$ cat src/rtl/patch_addr_pkg.sv
// Shared types and helpers for the patch address generator.
package patch_addr_pkg;

   localparam int unsigned MAX_PATCH_DEF  = 7;
   localparam int unsigned MAX_STRIDE_DEF = 7;

   typedef enum logic [1:0] {
      ST_IDLE,
      ST_RUN,
      ST_DONE
   } state_e;

   // Patch size must be odd (so also non-zero), fit the image and the
   // patch limit; stride must be non-zero and within the stride limit.
   function automatic logic cfg_legal(input logic [2:0] ps,
                                      input logic [2:0] st,
                                      input int unsigned max_patch,
                                      input int unsigned max_stride,
                                      input int unsigned min_dim);
      int unsigned p;
      int unsigned s;
      p = 32'(ps);
      s = 32'(st);
      return ps[0] && (p <= max_patch) && (p <= min_dim) &&
             (s != 0) && (s <= max_stride);
   endfunction

endpackage

$ cat src/rtl/patch_addr_gen_therm_enc.sv
// Combinational binary-to-thermometer encoder: therm[i] = (i < val).
module therm_enc #(
   parameter int unsigned W  = 8,
   parameter int unsigned VW = 4
) (
   input  logic [VW-1:0] val,
   output logic [W-1:0]  therm
);

   // Set every bit whose index lies below the binary value.
   always_comb begin
      therm = '0;
      for (int unsigned i = 0; i < W; i++) begin
         therm[i] = (i < 32'(val));
      end
   end

endmodule

$ cat src/rtl/patch_addr_gen.sv
// Patch address generator: walks convolution window positions row-major
// and emits thermometer x/y coordinates under valid/ready handshake.
// Optional macro PATCH_ADDR_GEN_ABORT_EN adds an abort input.
import patch_addr_pkg::*;

module patch_addr_gen #(
   parameter int unsigned IMG_W      = 28,
   parameter int unsigned IMG_H      = 28,
   parameter int unsigned MAX_PATCH  = MAX_PATCH_DEF,
   parameter int unsigned MAX_STRIDE = MAX_STRIDE_DEF
) (
   input  logic             clk,
   input  logic             rst_n,
   input  logic             start,
   input  logic [2:0]       patch_size,
   input  logic [2:0]       stride,
`ifdef PATCH_ADDR_GEN_ABORT_EN
   input  logic             abort,
`endif
   output logic             busy,
   output logic             patch_valid,
   input  logic             patch_ready,
   output logic [IMG_W-1:0] x_therm,
   output logic [IMG_H-1:0] y_therm,
   output logic             last,
   output logic             done,
   output logic             cfg_err
);

   localparam int unsigned MAXD = (IMG_W > IMG_H) ? IMG_W : IMG_H;
   localparam int unsigned MIND = (IMG_W < IMG_H) ? IMG_W : IMG_H;
   localparam int unsigned CW   = $clog2(MAXD) + 1;

   state_e           state_q, state_d;
   logic [CW-1:0]    x_q, x_d, y_q, y_d;
   logic [2:0]       ps_q, ps_d, st_q, st_d;
   logic             valid_q, valid_d;
   logic [IMG_W-1:0] xt_q, xt_d;
   logic [IMG_H-1:0] yt_q, yt_d;
   logic             last_q, last_d;
   logic             exh_q, exh_d;
   logic             cfg_err_q, cfg_err_d;

   logic [IMG_W-1:0] x_t;
   logic [IMG_H-1:0] y_t;
   logic [CW:0]      x_sum, y_sum, xl, yl;
   logic             last_now, load, abort_w;

`ifdef PATCH_ADDR_GEN_ABORT_EN
   assign abort_w = abort;
`else
   assign abort_w = 1'b0;
`endif

   therm_enc #(.W(IMG_W), .VW(CW)) u_x_enc (.val(x_q), .therm(x_t));
   therm_enc #(.W(IMG_H), .VW(CW)) u_y_enc (.val(y_q), .therm(y_t));

   // Next-position arithmetic, one bit wider than the counters.
   always_comb begin
      xl       = (CW+1)'(IMG_W) - {{(CW-2){1'b0}}, ps_q};
      yl       = (CW+1)'(IMG_H) - {{(CW-2){1'b0}}, ps_q};
      x_sum    = {1'b0, x_q} + {{(CW-2){1'b0}}, st_q};
      y_sum    = {1'b0, y_q} + {{(CW-2){1'b0}}, st_q};
      last_now = (x_sum > xl) && (y_sum > yl);
      // exh_q blocks further loads once the final position is in the register.
      load     = !exh_q && (!valid_q || patch_ready);
   end

   // Next-state, counter and output-register logic.
   always_comb begin
      state_d   = state_q;
      x_d       = x_q;
      y_d       = y_q;
      ps_d      = ps_q;
      st_d      = st_q;
      valid_d   = valid_q;
      xt_d      = xt_q;
      yt_d      = yt_q;
      last_d    = last_q;
      exh_d     = exh_q;
      cfg_err_d = 1'b0;
      case (state_q)
         ST_IDLE: begin
            if (start) begin
               if (cfg_legal(patch_size, stride, MAX_PATCH, MAX_STRIDE, MIND)) begin
                  ps_d    = patch_size;
                  st_d    = stride;
                  x_d     = '0;
                  y_d     = '0;
                  exh_d   = 1'b0;
                  state_d = ST_RUN;
               end else begin
                  cfg_err_d = 1'b1;
               end
            end
         end
         ST_RUN: begin
            if (abort_w) begin
               valid_d = 1'b0;
               last_d  = 1'b0;
               state_d = ST_IDLE;
            end else if (valid_q && patch_ready && last_q) begin
               valid_d = 1'b0;
               last_d  = 1'b0;
               state_d = ST_DONE;
            end else if (load) begin
               valid_d = 1'b1;
               xt_d    = x_t;
               yt_d    = y_t;
               last_d  = last_now;
               if (last_now) begin
                  exh_d = 1'b1;
               end else if (x_sum <= xl) begin
                  x_d = x_sum[CW-1:0];
               end else begin
                  x_d = '0;
                  y_d = y_sum[CW-1:0];
               end
            end
         end
         ST_DONE: begin
            state_d = ST_IDLE;
         end
         default: begin
            state_d = ST_IDLE;
         end
      endcase
   end

   // State and datapath registers with asynchronous clear.
   always_ff @(posedge clk or negedge rst_n) begin
      if (!rst_n) begin
         state_q   <= ST_IDLE;
         x_q       <= '0;
         y_q       <= '0;
         ps_q      <= '0;
         st_q      <= '0;
         valid_q   <= 1'b0;
         xt_q      <= '0;
         yt_q      <= '0;
         last_q    <= 1'b0;
         exh_q     <= 1'b0;
         cfg_err_q <= 1'b0;
      end else begin
         state_q   <= state_d;
         x_q       <= x_d;
         y_q       <= y_d;
         ps_q      <= ps_d;
         st_q      <= st_d;
         valid_q   <= valid_d;
         xt_q      <= xt_d;
         yt_q      <= yt_d;
         last_q    <= last_d;
         exh_q     <= exh_d;
         cfg_err_q <= cfg_err_d;
      end
   end

   assign busy        = (state_q != ST_IDLE);
   assign done        = (state_q == ST_DONE);
   assign patch_valid = valid_q;
   assign x_therm     = xt_q;
   assign y_therm     = yt_q;
   assign last        = last_q;
   assign cfg_err     = cfg_err_q;

endmodule

$ cat config.mk
export PLATFORM = sky130hd
export DESIGN_NAME = patch_addr_gen
export DESIGN_NICKNAME = d
export VERILOG_FILES = /design/src/rtl/patch_addr_pkg.sv /design/src/rtl/patch_addr_gen_therm_enc.sv /design/src/rtl/patch_addr_gen.sv
export SDC_FILE = /design/constraint.sdc
export NUM_CORES = 1
export LEC_CHECK = 0
export ABC_CLOCK_PERIOD_IN_PS = 2600
export CORE_MARGIN = 3
export CORE_UTILIZATION = 35
export CTS_CLUSTER_DIAMETER = 60
export DETAILED_ROUTE_END_ITERATION = 7
export PLACE_DENSITY_LB_ADDON = 0.15
export SLEW_MARGIN = 20
export SYNTH_ARGS = -nofsm -noshare
export SYNTH_HDL_FRONTEND = slang
export SYNTH_SLANG_ARGS = --single-unit
$ cat constraint.sdc
create_clock -name clk -period 2.6 [get_ports clk]
set_input_delay 0.52 -clock clk [delete_from_list [all_inputs] [get_ports clk]]
set_output_delay 0.52 -clock clk [all_outputs]
set_load 0.02 [all_outputs]
# Word-level counts from Yosys, hierarchy flattened

Index checks and enable logic that the tools add are counted.

Add/subtract/negate cells: 3
$lt $le $gt $ge: 59
Equality and inequality tests: 10
Mux-type cells: 29
Bitwise logic cells: 1
Reductions and logical operators: 20

Operators by type and width:

| cell                                                                 | number |
|---|---|
| 5-bit by 6-bit < comparator with 1-bit output (first input constant) | 24 |
| 4-bit by 6-bit < comparator with 1-bit output (first input constant) | 16 |
| 6-bit two-way mux                                                    | 10 |
| 3-bit by 6-bit < comparator with 1-bit output (first input constant) | 8 |
| 1-bit by 6-bit < comparator with 1-bit output (first input constant) | 4 |
| 2-bit by 6-bit < comparator with 1-bit output (first input constant) | 4 |
| 6-bit case mux with 2 select lines                                   | 2 |
| 2-bit != test (second input constant)                                | 8 |
| 6-bit by 3-bit adder with 7-bit output                               | 2 |
| 7-bit > comparator                                                   | 2 |
| 1-bit two-way mux                                                    | 12 |
| 6-bit AND reduction                                                  | 2 |
| 3-bit AND reduction                                                  | 3 |
| 7-bit less-or-equal comparator                                       | 1 |
| 7-bit AND reduction                                                  | 1 |
| 2-bit two-way mux                                                    | 3 |
| 2-bit nonzero test                                                   | 3 |
| 5-bit by 3-bit subtractor with 6-bit output (first input constant)   | 1 |
| 1-bit logical AND                                                    | 5 |
| 2-bit case mux with 2 select lines                                   | 1 |
| 3-bit nonzero test                                                   | 1 |
| 2-bit by 1-bit == test with 1-bit output (second input constant)     | 1 |
| 2-bit == test (second input constant)                                | 1 |
| 1-bit logical NOT                                                    | 2 |
| other kinds (5)                                                      | 5 |

Bits in registers: 80
Output and inout bits: 61
Logic and storage cells: 133

# Longest topological paths before layout

Gate-level depths: netlist (run 1).

Depth in word-level cells: 7
Depth in mapped cells: 11
Mapped depth without buffers: 11

# Modules after synthesis

A second synthesis (run 1) with hierarchy kept.

Cells, all modules: 393
Area, all modules: 4305.4 µm²

By module, submodules not included:

| module               | instances | cells an instance | area each (µm²) | seq. area each (µm²) |
|---|---|---|---|---|
| patch_addr_gen       | 1         | 277               | 3666.0          | 2001.9 |
| therm_enc at u_x_enc | 1         | 58                | 334.1           | 0.0 |
| therm_enc at u_y_enc | 1         | 58                | 305.3           | 0.0 |

# Worst setup path before layout (run 1)

Ideal clock, no wire load.

Path kind: reg-to-reg
From: reg y_q[1]
To: reg y_q[3]
Arrival: 2769 ps
Required time: 2476 ps
Slack: -293 ps
Cell stages (with the launch flop): 12
Buffers on the path: 1
Period minus slack after synthesis: 2893 ps
Cell sequence: dfrtp_1 > clkbuf_1 > inv_1 > fa_1 > xnor2_1 > ha_1 > nand3_1 > a32oi_1 > o22ai_1 > a211oi_2 > a21o_2 > a211o_1

Longest elaborated chain between the ends: 6

Ends and longest elaborated chain:

| what                                                                       | RTL line              | RTL |
|---|---|---|
| start, declared                                                            | patch_addr_gen.sv:35  | `logic [CW-1:0] x_q, x_d, y_q, y_d;` |
| start signal, assigned                                                     | patch_addr_gen.sv:147 | `y_q <= y_d;` |
| 6-bit by 3-bit adder with 7-bit output (*)                                 | patch_addr_gen.sv:63  | `y_sum = {1'b0, y_q} + {{(CW-2){1'b0}}, st_q};` |
| parallel branches: the longest is 5 deep, another holds 7-bit > comparator | n/a                   |  |

Mark *: on every way between the ends. The select of a mux whose other input is x is not followed.
A chain may end at the register's enable or synchronous reset.

# Worst setup path in the final report (run 1)

From: reg st_q[1]
To: reg y_q[3]

Longest elaborated chain between the ends: 6

Ends and longest elaborated chain:

| what                                                                                           | RTL line              | RTL |
|---|---|---|
| start, declared                                                                                | patch_addr_gen.sv:36  | `logic [2:0] ps_q, ps_d, st_q, st_d;` |
| start signal, assigned                                                                         | patch_addr_gen.sv:149 | `st_q <= st_d;` |
| parallel branches: the longest is 6 deep, another holds 6-bit by 3-bit adder with 7-bit output | n/a                   |  |

Parallel ways; which one is timed is not known. The select of a mux whose other input is x is not followed.

==> key figures, run 1 <==
Yosys
  • Most used flip-flop cell after synthesis: dfrtp_1
  • Mean Syn Cell Area: 9.56 µm²
  • Area contributors post-synth: dfrtp_1 51%, a21oi_1 5.7%, nor2_1 5.6%
  • Post-Synthesis Cell Area: 3940 µm²
  • Unique masters post-synth: 48
  • YS warnings: 0
  • Nets in the synthesized netlist: 439
  • FFs w/ async S/R, synth: 100%
  • Post-synth EDFFs: 0
  • Synth top area share: 50.8%
  • Seq/Total Area, Yosys: 50.8%
  • Synthesized flop and latch total: 80
  • Mapped Cells: 412
  • Largest area contributor in the netlist: dfrtp_1

Timing
  • Setup violations, final: 12
  • Min cycle time layout: 2.75 ns
  • Slew at the pin with the worst max-slew slack: roughly 0.58 ns
  • Max-slew violations: 0
  • Fmax: 364 MHz
  • Worst clock skew: 0.00788 ns
  • Fin. Hold Viols: 0
  • Final setup margin: -0.149 ns
  • Fin crit share: 106%
  • Worst rel slew slack: about three fifths
  • RSZ-0062 raised after global routing: yes

Pwr
  • Worst VDD drop: 0.000511 V
  • Lkg Pwr: 2.40 nW
  • Power per Cell Area: 1230 nW/µm²
  • Power, Total: 0.00670 W

Critical path
  • Crit-path max cell delay: just over 0.4 ns
  • Critical Path Fanout Max: 6
  • Reg2reg setup slack: -0.15 ns
  • Cell Chain, Critical Path: ha_1 > a21o_1 > a21oi_2 > xnor2_1 > ha_1 > a21oi_2 > a32oi_2 > o22ai_4 > a211oi_4 > a21o_4 > a211o_1
  • Crit. End Element: register
  • Worst EP required: 2.82 ns
  • Worst setup path category: reg -> reg
  • CP max-delay cell: dfrtp_1
  • CP arrival: 2.97 ns
  • Worst path top cell family by delay: compound AO/OA/AOI/OAI gates
  • WP buf/inv: 0
  • Crit path launch type: register

Clock network
  • Clk sinks: 80
  • Worst skew pair latency: 0.34 ns
  • H-tree depth: 3
  • Hold bufs inserted after CTS: 0
  • CTS tree: yes
  • CTS Buf Count: 9
  • Clock root cell: clkbuf_16
  • Maximum clock path buffer count: 2
  • Reg clk slew, reported paths: 0.06 ns

Placement
  • I/O Buffers: 70
  • Final GP Congestion: 0.840
  • HPWL after detailed placement: 6.95 mm
  • Place WS: -0.238 ns
  • Placed Area: 4990 µm²

Layout
  • Share of cells above drive strength 1: approximately 16%
  • Synth-to-Final Area Change: 37.8%
  • Fin area: roughly 5400 µm²
  • NumNets Final: 534
  • Inserted Diodes: 0

Floorplanning
  • Die ar.: around 13000 µm²
  • Area of the core: 10900 µm²
  • Die Ht: 112 µm
  • Chip width: 112 µm
  • Initial Util: 36.0%
  • Row count: 38
  • Num ports: 71

Drt
  • DR pass1 iterations: 4
  • Met2 WL: 4.50 mm
  • Vias: 3341
  • First-iteration detailed-routing DRC count: 232
  • DR WL met3: ~400 µm
  • Top sig layer: met4
  • Wire per inst: 15.1 µm
  • Final wirelength: 9.87 mm
  • Via/cell ratio: 5.12
  • DRC violations left: 0
  • Antenna-violating nets left: 0
  • M1 WL: between 4 and 5 mm

Global routing
  • Gr usage total: 16.4%
  • Vias in the first global route: 3266
  • First-pass GRT wire length: 16.7 mm
  • Initial antenna violation count: 0
  • Remaining Overflow, GRT: 0
  • Largest net degree at the start of global routing: 89

Outcome
  • Status: finished with violations
  • Failing checks: setup timing

Min path
  • Type of the most critical hold path: in -> async

Run
  • Max Cap Viol: 0
## sequential cells by signal, summed over array words and instances (netlist names)
name         cells
last             1
st_q             3
exh_q            1
state_q          2
y_q              6
patch_valid      1
x_therm         28
cfg_err          1
x_q              6
y_therm         28
ps_q             3
## layer usage
metal	vias to the layer above	track usage, %
li1	1659	-
met1	1600	23.8
met2	69	24.8
met3	13	3.50
met4	0	5.29
met5	-	0
## through the flow
stage / std cells / hold slack [ns] / util (%) / TNS [ns]
after global routing: 652 / 0.169 / 49.6 / -3.33
final: 652 / 0.138 / 49.6 / -0.999
after floorplan: 412 / 0.224 / - / -0.208
after CTS: 650 / 0.155 / 49.3 / -0.450
after detailed placement: 629 / 0.462 / 45.7 / -1.39
after global placement: 629 / 0.462 / 45.7 / -0.565
## report_power, final
| part | internal (W) | leakage, nW | switching, W |
|---|---|---|---|
| registers | 0.00167 | 1.00 | 0.000292 |
| clock network | 0.000704 | 0.134 | 0.000521 |
| logic | 0.00160 | 1.26 | 0.00191 |
## cell usage after synthesis, types with 4 or more instances
master and n:
ha_1 15, inv_1 17, dfrtp_1 80, nor2b_1 6, nand2_1 35, nand3_1 5, a22o_1 6, and2_1 5
xnor2_1 6, a21oi_1 45, o211ai_1 4, clkbuf_1 20, a31oi_1 23, o21ai_0 15, nor3_1 5, nor2_1 59
a21o_1 5, nand2b_1 4, o31ai_1 6
## final timing paths
check                             from          end  cells past startpoint
setup / recovery               st_q[1]       y_q[3]                     11
min in group clk           x_therm[14]  x_therm[14]                      2
max in group asynchronous        rst_n       y_q[5]                      2
setup reg to reg               st_q[1]       y_q[3]                     11
hold reg to reg            x_therm[14]  x_therm[14]                      2
hold / removal                   rst_n  x_therm[19]                      1
## worst register-to-register path: cells and delay by family, from the launching register on
kind / cells / cell delay (ns)
compound gates: 8 / 1.48
fa+ha+maj: 2 / 0.59
flops: 1 / 0.41
xor+xnor: 1 / 0.15
## layout make-up
class / instances / area (µm²)
clock inverters: 5 / 40.0
multi-input cells: 292 / 1890
clock buffers: 11 / 253
well taps: 140 / 175
inverters: 17 / 63.8
repair buffers: 107 / 1000
fillers: 1067 / 5510
flip-flops and latches: 80 / 2000
## repair_timing
action / 4_1_cts / 5_1_grt
setup endpoints to repair: 14 / 14
setup buffers: 5 / 2
pin swaps: 10 / 8
resized for setup: 12 / 4
## layout by cell type (no fill, tap or decap), types with 4 or more instances in the layout
cell type | Yosys | final
dfrtp_1 | 80 | 80
clkdlybuf4s50_1 | 0 | 69
nor2_1 | 59 | 59
a21oi_1 | 45 | 40
buf_4 | 0 | 36
nand2_1 | 35 | 35
a31oi_1 | 23 | 22
inv_1 | 17 | 17
o21ai_0 | 15 | 15
ha_1 | 15 | 12
clkbuf_16 | 0 | 9
nor2b_1 | 6 | 6
o31ai_1 | 6 | 6
a22o_1 | 6 | 6
a21o_1 | 5 | 5
a21oi_2 | 0 | 5
xnor2_1 | 6 | 5
and2_1 | 5 | 5
nor3_1 | 5 | 5
nand3_1 | 5 | 5
nand2b_1 | 4 | 4
o211ai_1 | 4 | 4
## cell families after synthesis
kind of cell / share of synthesized area [%]
flip-flops: 50.8
XOR/XNOR: 1.56
multiplexers: 1.11
adder cells (fa/ha/maj): 5.78
buffers and inverters: 3.91
AND/OR/NAND/NOR: 15.6
AO/OA/AOI/OAI: 21.2
No activity file was read; power rests on OpenSTA's default activity.
==> inputs of run 2 (changes only) <==
--- a/config.mk
+++ b/config.mk
@@ -6,6 +6,7 @@
 export NUM_CORES = 1
 export LEC_CHECK = 0
 export ABC_CLOCK_PERIOD_IN_PS = 2600
+export CAP_MARGIN = 20
 export CORE_MARGIN = 3
 export CORE_UTILIZATION = 35
 export CTS_CLUSTER_DIAMETER = 60
==> results of run 2 <==
The final DEF is identical to that of run 1; final timing and power are the same.
==> inputs of run 3 (changes only) <==
--- a/config.mk
+++ b/config.mk
@@ -12,6 +12,7 @@
 export CTS_CLUSTER_DIAMETER = 60
 export DETAILED_ROUTE_END_ITERATION = 7
 export PLACE_DENSITY_LB_ADDON = 0.15
+export SKIP_CTS_REPAIR_TIMING = 1
 export SLEW_MARGIN = 20
 export SYNTH_ARGS = -nofsm -noshare
 export SYNTH_HDL_FRONTEND = slang
==> run 3 against run 2 <==
  * The flow still finishes with violations (setup timing)
  * Non-clock buffer count decreased by 2
  * Die area unchanged
  * Critical path type unchanged
  * Largest power group unchanged
  * Worst setup slack got worse by 0.029 ns
==> key figures, run 3 (synthesis gave the netlist of run 1 again) <==
Layout
  • NumNets Final: 532
  • Final Non-Filler Cells: 650
  • Synth-to-Final Area Change: 36.2%
  • Most frequent cells in the layout: 80 x dfrtp_1, 69 x clkdlybuf4s50_1, 59 x nor2_1
  • Inserted Diodes: 0
  • Most common cell after layout, fill and taps aside: dfrtp_1
  • Share of cells above drive strength 1: 14.3%

Clock network
  • Clock root cell: clkbuf_16
  • Worst skew pair latency: roughly 0.34 ns
  • H-tree depth: 3
  • CTS Buf Count: 9
  • Clk sinks: 80
  • CTS tree: yes
  • Reg clk slew, reported paths: 0.06 ns
  • Maximum clock path buffer count: 2

Outcome
  • Status: finished with violations
  • Failing checks: setup timing

Global routing
  • Met2 usage: 23.7%
  • Remaining Overflow, GRT: 0
  • Largest net degree at the start of global routing: 89
  • Met1 Use GR: 23.7%
  • Initial antenna violation count: 0
  • Gr usage total: 16.1%
  • Vias in the first global route: 3227
  • First-pass GRT wire length: 16.4 mm
  • GRT busiest layer: met2
  • Met3 usage: 3.50%

Drt
  • First-iteration detailed-routing DRC count: 171
  • Via/cell ratio: about 5.1
  • Final wirelength: 9.78 mm
  • DR pass1 iterations: 6
  • DRC violations left: 0
  • Vias: 3332
  • Antenna-violating nets left: 0
  • Wire per inst: 15.0 µm

Critical path
  • Critical Path Fanout Max: 4
  • WP buf/inv: 0
  • Worst EP required: about 2.8 ns
  • Worst path top cell family by delay: compound AO/OA/AOI/OAI gates
  • Worst path most repeated cell: ha_1
  • Worst setup path category: reg -> reg
  • Crit. End Element: register
  • Cell Chain, Critical Path: ha_1 > a21o_1 > a21oi_2 > xnor2_1 > ha_1 > a21oi_1 > o21ai_2 > a31oi_2 > nand4b_1 > nor3_1 > a211o_1
  • Crit-path max cell delay: 0.41 ns
  • CP arrival: approximately 3.0 ns
  • Crit path launch type: register
  • CP max-delay cell: dfrtp_1

Floorplanning
  • Initial Util: 36.0%
  • Num ports: between 70 and 80
  • Row count: 38
  • Die Ht: around 110 µm
  • Die ar.: 12600 µm²
  • Chip width: 112 µm
  • Area of the core: 10900 µm²

Pwr
  • Power per Cell Area: 1230 nW/µm²
  • Worst VDD drop: roughly 0.0005 V
  • Lkg Pwr: 2.39 nW

Timing
  • Worst hold slack: between 0.1 and 0.15 ns
  • RSZ-0062 raised after global routing: yes
  • Setup violations, final: 12
  • Fin crit share: 107%
  • Worst rel slew slack: 62.7%
  • Fin. Hold Viols: 0
  • Worst clock skew: ~0.0085 ns
  • Final setup margin: -0.178 ns
  • Slew at the pin with the worst max-slew slack: approximately 0.55 ns
  • Max-slew violations: 0
  • Min cycle time layout: 2.78 ns
  • Fmax: 360 MHz

Run
  • Max Cap Viol: 0

Min path
  • Type of the most critical hold path: in -> async

Placement
  • Placed cells: 629
  • Place WS: -0.238 ns
  • Final GP Congestion: 0.840
  • I/O Buffers: 70
  • HPWL after detailed placement: a little under 7 mm
==> run 3: final timing paths <==
kind | from | end | slack, ns | cells past startpoint
max in group asynchronous | rst_n | y_q[5] | 1.85 | 2
min reg2reg | x_therm[14] | x_therm[14] | 0.47 | 2
min in group clk | x_therm[14] | x_therm[14] | 0.47 | 2
max | st_q[1] | y_q[3] | -0.18 | 11
min | rst_n | x_therm[19] | 0.14 | 1
max reg2reg | st_q[1] | y_q[3] | -0.18 | 11
==> run 3: cell type report <==
cell class / instances / area, µm²
repair buffers: 105 / 990
multi-input cells: 292 / 1840
clock inverters: 5 / 40.0
well taps: 140 / 175
clock buffers: 11 / 253
inverters: 17 / 63.8
flip-flops and latches: 80 / 2000
fillers: 1080 / 5570
==> run 3: metrics by stage <==
stage	util (%)	setup TNS, ns	cell area, µm²	power [W]
3_3_place_gp	45.7	-0.565	4990	0.00519
6_report	49.0	-1.23	5360	0.00657
5_1_grt	49.0	-4.17	5360	0.00704
3_5_place_dp	45.7	-1.39	4990	0.00526
2_1_floorplan	-	-0.208	3970	0.00385
4_1_cts	48.3	-1.69	5290	0.00652
==> run 3: metal layers <==
metal  up-vias  part of all wire (%)
met5         -                     0
met4         0                   1.3
met3        11                   4.7
met2        79                    44
met1      1591                    50
li1       1651                     -
==> run 3: power by group <==
part           switching, W  total (W)  internal, W
Sequential         0.000293    0.00197      0.00167
Clock              0.000525    0.00123     0.000704
Combinational       0.00183    0.00338      0.00154
